**src/rtl/fcs_mpc_sequencer.sv**
```systemverilog
// ============================================================================
// Module   : fcs_mpc_sequencer
// Brief    : Finite-control-set MPC decision sequencer with one shared 16x8
//            multiplier; optional minimum-dwell hold enabled by FCS_DWELL_EN.
// Revision : 1.0 - initial release
// ============================================================================
`default_nettype none

module fcs_mpc_sequencer #(
    parameter logic [15:0] K_IL  = 16'd120,
    parameter logic [15:0] K_VC  = 16'd115,
    parameter logic [15:0] K_VG  = 16'd7,
    parameter logic [31:0] I_REF = 32'd40000
`ifdef FCS_DWELL_EN
    ,
    parameter logic [7:0]  MIN_DWELL = 8'd4
`endif
) (
    input  logic        wb_clk_i,
    input  logic        wb_rst_i,
    input  logic        en,
    input  logic [15:0] period,
    input  logic [7:0]  iL,
    input  logic [7:0]  vc,
    input  logic [7:0]  vg,
    output logic        u,
    output logic        u_valid,
    output logic        busy,
    output logic        overrun,
    output logic [24:0] io_oeb
);

    typedef enum logic [2:0] {
        S_IDLE   = 3'd0,
        S_MUL_IL = 3'd1,
        S_MUL_VC = 3'd2,
        S_MUL_VG = 3'd3,
        S_DECIDE = 3'd4
    } state_t;

    state_t      r_state;
    logic [15:0] r_cnt;
    logic [7:0]  r_il;
    logic [7:0]  r_vc;
    logic [7:0]  r_vg;
    logic [31:0] r_acc;
    logic [31:0] r_p;
    logic        r_u;
    logic        r_u_valid;
    logic        r_busy;
    logic        r_overrun;
`ifdef FCS_DWELL_EN
    logic [7:0]  r_dwell;
`endif

    logic        w_tick;
    logic [15:0] w_mul_a;
    logic [7:0]  w_mul_b;
    logic [23:0] w_prod;
    logic [31:0] w_sum;
    logic [31:0] w_cost0;
    logic [31:0] w_cost1;
    logic        w_u_next;

    // |x| with the most negative value clamped so the cost stays positive
    function automatic logic [31:0] f_abs(input logic [31:0] x);
        if (x == 32'h8000_0000)
            return 32'h7FFF_FFFF;
        else if (x[31])
            return -x;
        else
            return x;
    endfunction

    assign w_tick = en && (r_cnt == period);

    always_comb begin
        w_mul_a = K_VG;
        w_mul_b = r_vg;
        case (r_state)
            S_MUL_IL: begin
                w_mul_a = K_IL;
                w_mul_b = r_il;
            end
            S_MUL_VC: begin
                w_mul_a = K_VC;
                w_mul_b = r_vc;
            end
            default: begin
                w_mul_a = K_VG;
                w_mul_b = r_vg;
            end
        endcase
    end

    assign w_prod   = {8'd0, w_mul_a} * {16'd0, w_mul_b};
    assign w_sum    = r_acc + r_p;
    assign w_cost0  = f_abs(r_acc);
    assign w_cost1  = f_abs(w_sum);
    assign w_u_next = (w_cost1 <= w_cost0);

    always_ff @(posedge wb_clk_i) begin
        if (wb_rst_i) begin
            r_state   <= S_IDLE;
            r_cnt     <= 16'd0;
            r_il      <= 8'd0;
            r_vc      <= 8'd0;
            r_vg      <= 8'd0;
            r_acc     <= 32'd0;
            r_p       <= 32'd0;
            r_u       <= 1'b0;
            r_u_valid <= 1'b0;
            r_busy    <= 1'b0;
            r_overrun <= 1'b0;
`ifdef FCS_DWELL_EN
            r_dwell   <= 8'd0;
`endif
        end else begin
            if (!en)
                r_cnt <= 16'd0;
            else if (w_tick)
                r_cnt <= 16'd0;
            else
                r_cnt <= r_cnt + 16'd1;

            r_u_valid <= 1'b0;

            // a tick that arrives mid-evaluation is dropped, never queued
            if (w_tick && (r_state != S_IDLE))
                r_overrun <= 1'b1;

            case (r_state)
                S_IDLE: begin
                    if (w_tick) begin
                        r_il    <= iL;
                        r_vc    <= vc;
                        r_vg    <= vg;
                        r_busy  <= 1'b1;
                        r_state <= S_MUL_IL;
                    end
                end
                S_MUL_IL: begin
                    r_acc   <= {8'd0, w_prod} - I_REF;
                    r_state <= S_MUL_VC;
                end
                S_MUL_VC: begin
                    r_acc   <= r_acc + {8'd0, w_prod};
                    r_state <= S_MUL_VG;
                end
                S_MUL_VG: begin
                    r_p     <= {8'd0, w_prod};
                    r_state <= S_DECIDE;
                end
                S_DECIDE: begin
`ifdef FCS_DWELL_EN
                    if ((w_u_next != r_u) && (r_dwell >= MIN_DWELL)) begin
                        r_u     <= w_u_next;
                        r_dwell <= 8'd0;
                    end else if (r_dwell != 8'hFF) begin
                        r_dwell <= r_dwell + 8'd1;
                    end
`else
                    r_u <= w_u_next;
`endif
                    r_u_valid <= 1'b1;
                    r_busy    <= 1'b0;
                    r_state   <= S_IDLE;
                end
                default: begin
                    r_busy  <= 1'b0;
                    r_state <= S_IDLE;
                end
            endcase
        end
    end

    assign u       = r_u;
    assign u_valid = r_u_valid;
    assign busy    = r_busy;
    assign overrun = r_overrun;
    assign io_oeb  = 25'h1FF_FFFE;

endmodule

`default_nettype wire

```
**config.mk**
```make
export PLATFORM = sky130hd
export DESIGN_NAME = fcs_mpc_sequencer
export DESIGN_NICKNAME = d
export VERILOG_FILES = /design/src/rtl/fcs_mpc_sequencer.sv
export SDC_FILE = /design/constraint.sdc
export NUM_CORES = 1
export LEC_CHECK = 0
export BUFFER_PORTS_ARGS = -buffer_cell sky130_fd_sc_hd__buf_2
export CORE_MARGIN = 2
export CORE_UTILIZATION = 63
export DETAILED_ROUTE_END_ITERATION = 7
export HOLD_SLACK_MARGIN = 0.12
export PLACE_DENSITY = 0.82
export SLEW_MARGIN = 20
export SYNTH_ARGS = -nofsm -noshare
export SYNTH_HDL_FRONTEND = slang
export SYNTH_SLANG_ARGS = --single-unit
```
**constraint.sdc**
```tcl
create_clock -name wb_clk_i -period 9.8 [get_ports wb_clk_i]
set_input_delay 0 -clock wb_clk_i [delete_from_list [all_inputs] [get_ports wb_clk_i]]
set_output_delay 0 -clock wb_clk_i [all_outputs]
set_load 0.01 [all_outputs]
```
## Yosys cells after proc, flatten, opt, wreduce, memory -nomap -nowiden

Index checks and enable logic that the tools add are counted.

| operators by class | value |
|---|---|
| add/subtract/negate cells | 6 |
| multipliers | 1 |
| order comparisons | 1 |
| equality and inequality tests | 8 |
| muxes and demuxes | 12 |
| bitwise operators | 2 |
| reduce and logical (&&, ||, !) cells | 9 |

Operators with widths:

| operator | number |
|---|---|
| 2-to-1 mux 32 bit | 4 |
| adder 32 x 24 -> 32 bit | 2 |
| equality test 32 bit (second input constant) | 2 |
| negation 32 bit | 2 |
| case mux 32 bit (2 select lines) | 1 |
| less-or-equal comparator 32 bit | 1 |
| subtractor 24 x 16 -> 25 bit (second input constant) | 1 |
| multiplier 16 x 8 -> 24 bit | 1 |
| adder 16 x 1 -> 16 bit (second input constant) | 1 |
| equality test 16 bit | 1 |
| case mux 8 bit (2 select lines) | 1 |
| case mux 7 bit (2 select lines) | 1 |
| case mux 3 bit (4 select lines) | 1 |
| equality test 3 x 2 -> 1 bit (second input constant) | 2 |
| OR reduction 3 bit | 2 |
| AND reduction 2 bit | 2 |
| equality test 3 x 1 -> 1 bit (second input constant) | 1 |
| equality test 3 bit (second input constant) | 1 |
| zero test 3 bit | 1 |
| 2-to-1 mux 3 bit | 1 |
| nonzero test 3 bit | 1 |
| logical AND 1 bit | 2 |
| 2-to-1 mux 1 bit | 2 |
| != test 2 bit (second input constant) | 1 |
| other kinds (3) | 4 |

| storage, ports and cells | value |
|---|---|
| register bits | 103 |
| input port bits | 43 |
| output and inout port bits | 29 |

## Logic depth before layout (Yosys ltp)

Gate-level depths: netlist of the first run.

| logic depth | value |
|---|---|
| depth after elaboration | 5 |
| gate-level depth with buffers | 32 |
| mapped depth without buffers | 30 |

## Worst setup path before layout of the first run

OpenSTA, ideal clock, no wires.

| timing | value |
|---|---|
| path type | register to register |
| start | register r_state[2] |
| end | register r_acc[23] |
| arrival | 7108 ps |
| data required time | 9670 ps |
| path slack | 2561 ps |
| cell stages (with the launch flop) | 29 |
| path buffers | 4 |
| period minus slack after synthesis | 7239 ps |
| cells stage by stage | dfxtp_1 clkbuf_1 nor3b_1 clkbuf_1 clkbuf_1 or2_2 inv_1 fa_1 fa_1 fa_1 inv_1 fa_1 inv_1 ha_1 clkbuf_1 a2111o_1 a311o_1 a31oi_1 xor2_1 inv_1 ha_1 and3_1 nand2_1 o311a_1 o31a_1 nor2_1 a21oi_1 a21oi_1 nor3_1 |

| between the ends | value |
|---|---|
| cells in the longest elaborated chain, start to end | 5 |

RTL lines:

| what | RTL line | source |
|---|---|---|
| from (decl) | 41 | `state_t r_state;` |
| from (signal assigned) | 104 | `r_state <= S_IDLE;` |
| from (signal assigned) | 139 | `r_state <= S_MUL_IL;` |
| from (signal assigned) | 144 | `r_state <= S_MUL_VC;` |
| equality test 3 x 2 -> 1 bit / equality test 3 x 1 -> 1 bit (equally long branches) | 80 | `case (r_state)` |
| case mux 7 bit (2 select lines) / case mux 8 bit (2 select lines) (equally long branches) | 80 |  |
| multiplier 16 x 8 -> 24 bit (*) | 96 | `assign w_prod = {8'd0, w_mul_a} * {16'd0, w_mul_b};` |
| named net w_prod[11] | 59 | `logic [23:0] w_prod;` |
| adder 32 x 24 -> 32 bit / subtractor 24 x 16 -> 25 bit (equally long branches) | 147, 143 |  |
| case mux 32 bit (2 select lines) (*) | 132 | `case (r_state)` |
| to (signal assigned) | 143 | `r_acc <= {8'd0, w_prod} - I_REF;` |
| to (signal assigned) | 147 | `r_acc <= r_acc + {8'd0, w_prod};` |
| to (decl) | 46 | `logic [31:0] r_acc;` |

Mark *: on every way through the listed nets, which the timed path passes. The rest lies on a longest branch.
A chain may end at the register's enable or synchronous reset.

## Final worst setup path of the first run

Same ends and word-level chain as after synthesis.

==> impl_metrics.toml, run 1 <==
[grt]
grt_overflow = 0
grt_pass1_vias = 9792
antenna_found_initial = 1
grt_max_degree = 73
track_usage_pct = 31.8
grt_pass1_wl_mm = 47.4

[floorplanning]
rows = 48
dieArea_sq_um = 18400
core_sq_um = 17100
die_y_microns = 136
pin_count = 72
initial_core_util_pct = 63.9
die_w_microns = 136

[logic_synthesis]
netlist_instances = 1417
synth-async-reset-ratio_pct = 0
synth_area_sq_um = 10900
ys_seq_elements = 96
synthesis.area_per_instance_sq_um = 7.72
synth_warnings = 0
ys.flop_type = "dfxtp_1"
synth_edf_count = 0
synth.distinct_cells = 83
yosysSeqAreaShare_pct = 17.6

[status]
status = "complete, no violations"

[power]
total_power_uw = 804
power_density_nw_per_um2 = 68.6
power.static_leakage_nw = 5.74
vdd_ir_drop_max_mv = 0.0880

[clocking]
cts_buffer_depth = 2
clk-insertion-delay-late_ps = 350
cts_tree = "yes"
cts-root-buf = "clkbuf_16"
cts-resized-gates = 0
clkTransAtPathRegs_ps = 80
cts_max_level = 3
clock_sinks = 96
numCtsBuffers = 9

[worst_setup_path]
cp.arrival_ps = 8700
regToRegEndpoint = "r_acc[23]"
critical_path_buf_inv_count = 4
rrSetupSlack_ps = 1310
crit_top_cell = "inv_1"
r2r-start = "r_state[2]"
reg2regPathDepth = 29
crit_type = "register to register"
startpoint_type = "register"
critPathMaxStageDelay_ps = 820
cp_slowest_cell = "nor2_1"
cp-end-kind = "register"
worstPathMaxFanout = 15
cp_top_family = "adder cells"
cp.required_ps = 10000

[placed_design]
dp_hpwl_mm = 22.1
gp_congestion = 0.917
place.port_buffers = 46

[worst_hold_path]
hold_end = "r_state[0]"
hold_depth = 6
worstHoldPathType = "primary input to register"
hp-start = "period[4]"

[sta]
whs_ps = 149
clock_skew_ps = 9.24
fin_setup_tns_ps = 0
finalSetupViolCount = 0
finalMaxSlewViolations = 0
fin_crit_sh_pct = 86.7
finalHoldViolCount = 0
slew-limit-headroom_pct = 35.3
worstMarginPinSlew_ps = 967
period_minus_slack_ps = 8490
rsz0062_at_grt = "false"
fmax_mhz = 118

[routing]
vias = 10400
routed_wirelength_mm = 29.5
first_iter_violations = 850
avgViaCountPerCell = 6.23
first_pass_iters = 5
routedWlPerCell_microns = 17.6
remaining_drc_errors = 0
drtAntennaViolNets = 0

[layout]
mostFrequentLayoutCell = "nor2_1"
fillers = 1445
layout_common_cells = "nor2_1 (170), nand2_1 (127), ha_1 (111)"
syn2layout_area_growth_pct = 7.19
drive_above_1_share_pct = 7.68
nNetsFinal = 1622

[job]
maxCapViolCount = 0
state kept, by name, indices dropped and copies added (netlist names):
name and flops:
u_valid 1, u 1, r_il 8, r_vc 8
overrun 1, r_p 17, r_vg 8, r_state 3
r_acc 32, busy 1, r_cnt 16
layout make-up:
cell class | instances | area, sq um | area share [%]
Clock inverter | 7 | 90.1 | 0.769
Multi-Input combinational cell | 1181 | 8380 | 71.5
Antenna cell | 1 | 2.50 | 0.0214
Timing Repair Buffer | 79 | 541 | 4.61
Tap cell | 225 | 282 | 2.40
Clock buffer | 9 | 225 | 1.92
Inverter | 74 | 278 | 2.37
Sequential cell | 96 | 1920 | 16.4
worst reg2reg max path: cells and delay by family, from the launching register on:
family / cells / cell delay [ps]
AND/OR/NAND/NOR: 9 / 2230
adder cells (fa/ha/maj): 6 / 2520
buffers and inverters: 4 / 370
AO/OA/AOI/OAI: 9 / 2200
XOR/XNOR: 1 / 530
flip-flops: 1 / 490
cell usage after synthesis, types with 4 or more instances:
| cell type | number | area share (%) |
|---|---|---|
| and4_1 | 4 | 0.32 |
| o21bai_1 | 7 | 0.48 |
| nor4_1 | 12 | 0.69 |
| and3_1 | 17 | 0.97 |
| nand3_1 | 26 | 1.2 |
| a22oi_1 | 5 | 0.34 |
| a211oi_1 | 26 | 1.8 |
| nor3_1 | 22 | 1.0 |
| or3_1 | 9 | 0.51 |
| mux2i_1 | 35 | 3.2 |
| a21o_1 | 41 | 2.8 |
| o211ai_1 | 13 | 0.89 |
| a21oi_1 | 106 | 4.9 |
| ha_1 | 111 | 13 |
| inv_1 | 74 | 2.5 |
| xor2_1 | 42 | 3.4 |
| o21a_1 | 13 | 0.89 |
| buf_4 | 25 | 1.7 |
| nand4_1 | 19 | 1.1 |
| a2111o_1 | 4 | 0.41 |
| or4_1 | 8 | 0.55 |
| o21ai_0 | 51 | 2.3 |
| nand2b_1 | 12 | 0.69 |
| buf_1 | 5 | 0.17 |
| a2111oi_0 | 9 | 0.72 |
| or2_2 | 12 | 0.69 |
| dfxtp_1 | 96 | 18 |
| o31ai_1 | 9 | 0.62 |
| a311oi_1 | 4 | 0.32 |
| buf_2 | 6 | 0.27 |
| nand2_1 | 127 | 4.4 |
| xnor2_1 | 95 | 7.6 |
| and2_1 | 14 | 0.80 |
| fa_1 | 27 | 4.9 |
| a31oi_1 | 15 | 0.86 |
| clkbuf_1 | 51 | 1.8 |
| a221oi_1 | 4 | 0.32 |
| nor3b_1 | 7 | 0.48 |
| nor2b_1 | 11 | 0.63 |
| o41ai_1 | 5 | 0.40 |
| nor2_1 | 170 | 5.8 |
| a211o_1 | 6 | 0.48 |
how the worst max path moves through the flow:
stage	start	endpoint	cells after the start
finish	r_state[2]	r_acc[23]	29
global route	r_state[2]	r_acc[27]	29
CTS	r_state[2]	r_acc[23]	29
detailed placement	r_state[2]	r_acc[23]	29
global placement	r_state[2]	r_acc[23]	29
floorplan	r_state[2]	r_acc[23]	28
what timing repair did:
item                      in CTS  in global routing
hold endpoints to repair      26                  0
setup buffers                  0                  0
hold buffers                  25                  0
stage by stage:
stage / instance area (sq um) / instances / setup slack (ps) / utilization [%]
after global routing: 11700 / 1672 / 629 / 68.5
after floorplan: 11000 / 1440 / 2560 / -
after CTS: 11700 / 1671 / 1450 / 68.5
after global placement: 11200 / 1630 / 1770 / 65.1
final: 11700 / 1672 / 1310 / 68.5
after detailed placement: 11200 / 1630 / 1520 / 65.1
kinds of logic (layout without fill, tap and decap cells):
| group | Yosys count | count (layout) | synth area share (%) |
|---|---|---|---|
| other | 2 | 26 | 0.0687 |
| adders and majority gates | 138 | 138 | 17.6 |
| and+or+nand+nor | 488 | 488 | 21.6 |
| muxes | 36 | 36 | 3.31 |
| DFF | 96 | 96 | 17.6 |
| AOI/OAI and AO/OA | 355 | 355 | 21.9 |
| buffers and inverters | 163 | 169 | 6.66 |
| xor gates and xnor gates | 139 | 139 | 11.3 |
metal layers:
metal	vias up	track usage, %	wire length [microns]
met3	92	4.04	2000
met2	445	55.4	14200
met4	0	13.7	1170
li1	5028	-	-
met5	-	0	0
met1	4854	39.5	12100
report_power, final:
| group | internal, mW | total [mW] | switching (mW) |
|---|---|---|---|
| Combinational | 0.0164 | 0.0350 | 0.0186 |
| Sequential | 0.390 | 0.391 | 0.000629 |
| Clock | 0.204 | 0.378 | 0.174 |
(Power assumes the default switching activity.)
==> run 2: changes to the inputs <==
CORE_UTILIZATION = 68   (was 63)
PLACE_DENSITY = 0.88   (was 0.82)
clock period = 10.3 ns   (was 9.8 ns; I/O delays follow)
==> run 2 against run 1 <==
Sequential cell count stayed put; utilization is 5.5 points higher; routed wire length is 2.7% higher; critical endpoint is now r_acc[27]; final cell count is 0.54% lower; largest cell class unchanged; clock skew is 3.6 ps higher; maximum frequency is 1.6% higher; clock power is 7.1% lower.
==> impl_metrics.toml, run 2 (synthesized netlist as in run 1, its figures left out) <==
[layout]
mostFrequentLayoutCell = "nor2_1"
largest_registers = "r_acc (32), r_p (17), r_cnt (16)"
largest-register = "r_acc"
largest_reg_flops = 32
layout_common_cells = "nor2_1 (170), nand2_1 (127), ha_1 (111)"
drive_above_1_share_pct = 7.67
syn2layout_area_growth_pct = 7.02
nNetsFinal = 1623
fillers = 1224
final_area_sq_um = 11700
n_antenna_cell = 0

[grt]
track_usage_pct = 35.2
grt_pass1_vias = 9843
grt_overflow = 0
antenna_found_initial = 0
grt_max_degree = 73
grt_pass1_wl_mm = 47.9

[power]
p_comb_share_pct = 4.5
power.static_leakage_nw = 5.73
swShare_pct = 23.5
pwr-share-clk_pct = 46.4
vdd_ir_drop_max_mv = 0.131
power_density_nw_per_um2 = 64.6
p_switching_uw = 177
p_int_uw = 579
power_frac_seq_pct = 49.2
total_power_uw = 756

[sta]
fin_crit_sh_pct = 81.1
rsz0062_at_grt = "false"
finalHoldViolCount = 0
clock_skew_ps = 12.9
fmax_mhz = 120
worstMarginPinSlew_ps = 1040
finalSetupViolCount = 0
fin_setup_tns_ps = 0
finalMaxSlewViolations = 0
slew-limit-headroom_pct = 30.7
period_minus_slack_ps = 8360

[placed_design]
dp_hpwl_mm = 22.3
place_area_sq_um = 11100
gp_congestion = 0.971
place.port_buffers = 46

[worst_hold_path]
worstHoldPathType = "primary input to register"
hp-start = "period[11]"

[floorplanning]
die_y_microns = 131
initial_core_util_pct = 69.1
pin_count = 72
dieArea_sq_um = 17100
core_sq_um = 15800
die_w_microns = 131
rows = 46

[worst_setup_path]
crit_top_cell = "nand2_1"
r2r-start = "r_state[2]"
cp-end-kind = "register"
cp_slowest_cell = "nand2_1"
startpoint_type = "register"
cp.arrival_ps = 8610
worstPathMaxFanout = 22
critPathMaxStageDelay_ps = 640
cp.required_ps = 10550
cp-startpoint = "r_state[2]"
crit_type = "register to register"

[clocking]
clock_sinks = 96
clk-insertion-delay-late_ps = 350
cts_setup_buffers = 0
cts_max_level = 3
cts-root-buf = "clkbuf_16"
numCtsBuffers = 9
cts_buffer_depth = 2
cts_tree = "yes"
clkTransAtPathRegs_ps = 70

[routing]
routedWlPerCell_microns = 18.2
routed_wirelength_mm = 30.3
vias = 10600
drtAntennaViolNets = 0
first_pass_iters = 6
remaining_drc_errors = 0
first_iter_violations = 861
avgViaCountPerCell = 6.37

[job]
maxCapViolCount = 0

[status]
status = "complete, no violations"
==> run 2: area by class of cell <==
type | instances | area (sq um) | area share (%)
multi-input combinational | 1181 | 8380 | 71.6
sequential | 96 | 1920 | 16.4
timing repair buffer | 80 | 548 | 4.68
inverter | 74 | 278 | 2.37
tap | 216 | 270 | 2.31
clock buffer | 10 | 229 | 1.96
clock inverter | 6 | 73.8 | 0.631
==> run 2: final timing paths <==
check / end / slack, ps / depth (start not counted)
max: r_acc[27] / 1940 / 28
min: r_state[0] / 190 / 6
max reg2reg: r_acc[27] / 1940 / 28
min reg2reg: r_p[8] / 470 / 2
==> run 2: per-layer routing <==
| layer | vias up | routed length, microns | GRT usage [%] |
|---|---|---|---|
| li1 | 5040 | - | - |
| met1 | 4961 | 12300 | 43.7 |
| met2 | 488 | 14700 | 61.6 |
| met3 | 108 | 2000 | 3.87 |
| met4 | 0 | 1250 | 15.7 |
| met5 | - | 0 | 0 |
==> run 2: metrics by stage <==
step           cells  setup WS, ps  utilization (%)  hold slack (ps)
6_report        1663          1940             73.9              185
5_1_grt         1663          1380             73.9              237
4_1_cts         1663          2110             73.9              122
3_5_place_dp    1622          2190             70.4              238
3_3_place_gp    1622          2470             70.4              229
2_1_floorplan   1440          3060                -              144
==> run 2: critical path, delay by kind of cell (launching register included) <==
family                     cells  cell delay (ps)
and+or+nand+nor               10             2430
adders and majority gates      6             2440
buffers and inverters          4              320
xor gates and xnor gates       2              670
AOI/OAI and AO/OA              6             1890
DFF                            1              500
==> run 2: power groups by stage <==
stage | registers (mW) | clock network, mW | logic, mW
2_1_floorplan | 0.380 | 0 | 0.0209
3_3_place_gp | 0.380 | 0 | 0.0240
3_5_place_dp | 0.380 | 0 | 0.0244
4_1_cts | 0.372 | 0.349 | 0.0318
5_1_grt | 0.372 | 0.367 | 0.0365
6_report | 0.372 | 0.351 | 0.0339
==> run 2: timing repair <==
item	in CTS	in global routing
hold endpoints to repair	26	0
hold buffers	25	0
gates resized for setup	0	0
==> run 3: changes to the inputs <==
CORE_UTILIZATION = 63   (was 68)
PLACE_DENSITY = 0.82   (was 0.88)
clock period = 8 ns   (was 10.3 ns; I/O delays follow)
==> run 3 against run 2 <==
Sequential cell count unchanged; maximum frequency up 11%; highest routed layer unchanged; final cell count up 1.3%; clock power up 32%; power up 30%; non-clock buffer count up 11; critical endpoint unchanged; combinational power up 27%; design area up 1.2%; critical path depth up 2; register-to-register slack worse by 1500 ps; routed wire length down 1.9%; largest power group unchanged.
==> impl_metrics.toml, run 3 (synthesized netlist as in run 1, its figures left out) <==
[clocking]
cts_buffer_depth = 2
clkTransAtPathRegs_ps = 80
clk-insertion-delay-late_ps = 350
cts_setup_buffers = 0
cts-root-buf = "clkbuf_16"
cts_max_level = 3
cts_tree = "yes"
numCtsBuffers = 9
clock_sinks = 96

[sta]
worstMarginPinSlew_ps = 864
slew-limit-headroom_pct = 42.2
finalMaxSlewViolations = 0
finalSetupViolCount = 0
fin_crit_sh_pct = 94.3
period_minus_slack_ps = 7540
fmax_mhz = 133
fin_setup_tns_ps = 0
rsz0062_at_grt = "false"
clock_skew_ps = 10.4
finalHoldViolCount = 0

[floorplanning]
rows = 48
pin_count = 72
initial_core_util_pct = 63.9
dieArea_sq_um = 18400
core_sq_um = 17100
die_w_microns = 136
die_y_microns = 136

[placed_design]
dp_hpwl_mm = 22.5
place.port_buffers = 46
gp_congestion = 0.987
place_area_sq_um = 11200

[layout]
drive_above_1_share_pct = 8.64
mostFrequentLayoutCell = "nor2_1"
syn2layout_area_growth_pct = 8.34
nNetsFinal = 1634
largest-register = "r_acc"
largest_reg_flops = 32
largest_registers = "r_acc (32), r_p (17), r_cnt (16)"
final_area_sq_um = 11800
layout_common_cells = "nor2_1 (168), nand2_1 (127), ha_1 (110)"

[grt]
grt_pass1_vias = 9800
gr-usage-met1_pct = 40.1
grt_pass1_wl_mm = 47.6
grt_use_met3_pct = 3.25
track_usage_pct = 31.9
antenna_found_initial = 2
met2_usage_pct = 56.0
grt_max_degree = 73
grt_overflow = 0
top_usage_layer = "met2"

[worst_setup_path]
crit_top_cell = "nand2_1"
worstPathMaxFanout = 13
cp_slowest_cell = "fa_1"
critPathMaxStageDelay_ps = 550
reg2regPathDepth = 30
startpoint_type = "register"
cp-end-kind = "register"
crit_type = "register to register"
cp.arrival_ps = 7810
cp.required_ps = 8270

[routing]
routedWlPerCell_microns = 17.6
routed_wirelength_mm = 29.7
remaining_drc_errors = 0
drtAntennaViolNets = 0
avgViaCountPerCell = 6.19
first_pass_iters = 5
vias = 10400
first_iter_violations = 761

[worst_hold_path]
worstHoldPathType = "primary input to register"
hold_depth = 6

[power]
power.static_leakage_nw = 5.81
total_power_uw = 987
vdd_ir_drop_max_mv = 0.113
power_density_nw_per_um2 = 83.3

[job]
maxCapViolCount = 0

[status]
status = "complete, no violations"
run 3: cell types whose count changed in the layout (fill, tap and decap cells not counted), sizes merged:
| cell | delta |
|---|---|
| clkinv | +3 |
| diode | +2 |
| clkbuf | -1 |
| clkinvlp | -2 |
| dlygate4sd3 | +2 |
| buf | +9 |
run 3: layout make-up:
| type | instances | area (sq um) |
|---|---|---|
| antenna | 2 | 5.00 |
| clock buffer | 9 | 225 |
| clock inverter | 7 | 97.6 |
| fill | 1405 | 5270 |
| inverter | 74 | 278 |
| multi-input combinational | 1181 | 8400 |
| sequential | 96 | 1920 |
| tap | 225 | 282 |
| timing repair buffer | 91 | 636 |
run 3: final timing paths:
check | slack, ps | end | start
min | 140 | overrun | period[11]
max | 460 | r_acc[27] | r_state[2]
min reg2reg | 460 | r_p[15] | r_p[15]
max reg2reg | 460 | r_acc[27] | r_state[2]
run 3: where the power goes:
part           switching, mW  internal (mW)  total (mW)
sequential          0.000835          0.478       0.479
clock                  0.212          0.253       0.465
combinational         0.0228         0.0204      0.0432
run 3: metal layers:
layer | up-vias | wire length [microns]
met5 | - | 0
met4 | 0 | 1040
met3 | 79 | 1670
met2 | 378 | 14400
met1 | 4917 | 12600
li1 | 5061 | -
run 3: timing repair:
item,in CTS,in global routing
gates resized for setup,0,6
endpoints found under the setup margin,0,8
endpoints found under the hold margin,26,0
hold buffers,27,0
run 3: stage by stage:
stage | setup slack, ps | std cells | utilization (%) | hold WS (ps)
2_1_floorplan | 761 | 1440 | - | 144
3_3_place_gp | 632 | 1640 | 65.6 | 230
3_5_place_dp | 462 | 1640 | 65.6 | 239
4_1_cts | 409 | 1683 | 69.0 | 127
5_1_grt | 19.6 | 1685 | 69.2 | 184
6_report | 460 | 1685 | 69.2 | 136
run 3: critical path: cells and delay by family (launching register included):
kind                       cells  cell delay, ps
adders and majority gates      6            2310
DFF                            1             390
buffers and inverters          5             540
xor gates and xnor gates       2             520
and+or+nand+nor               10            1460
AOI/OAI and AO/OA              7            2220
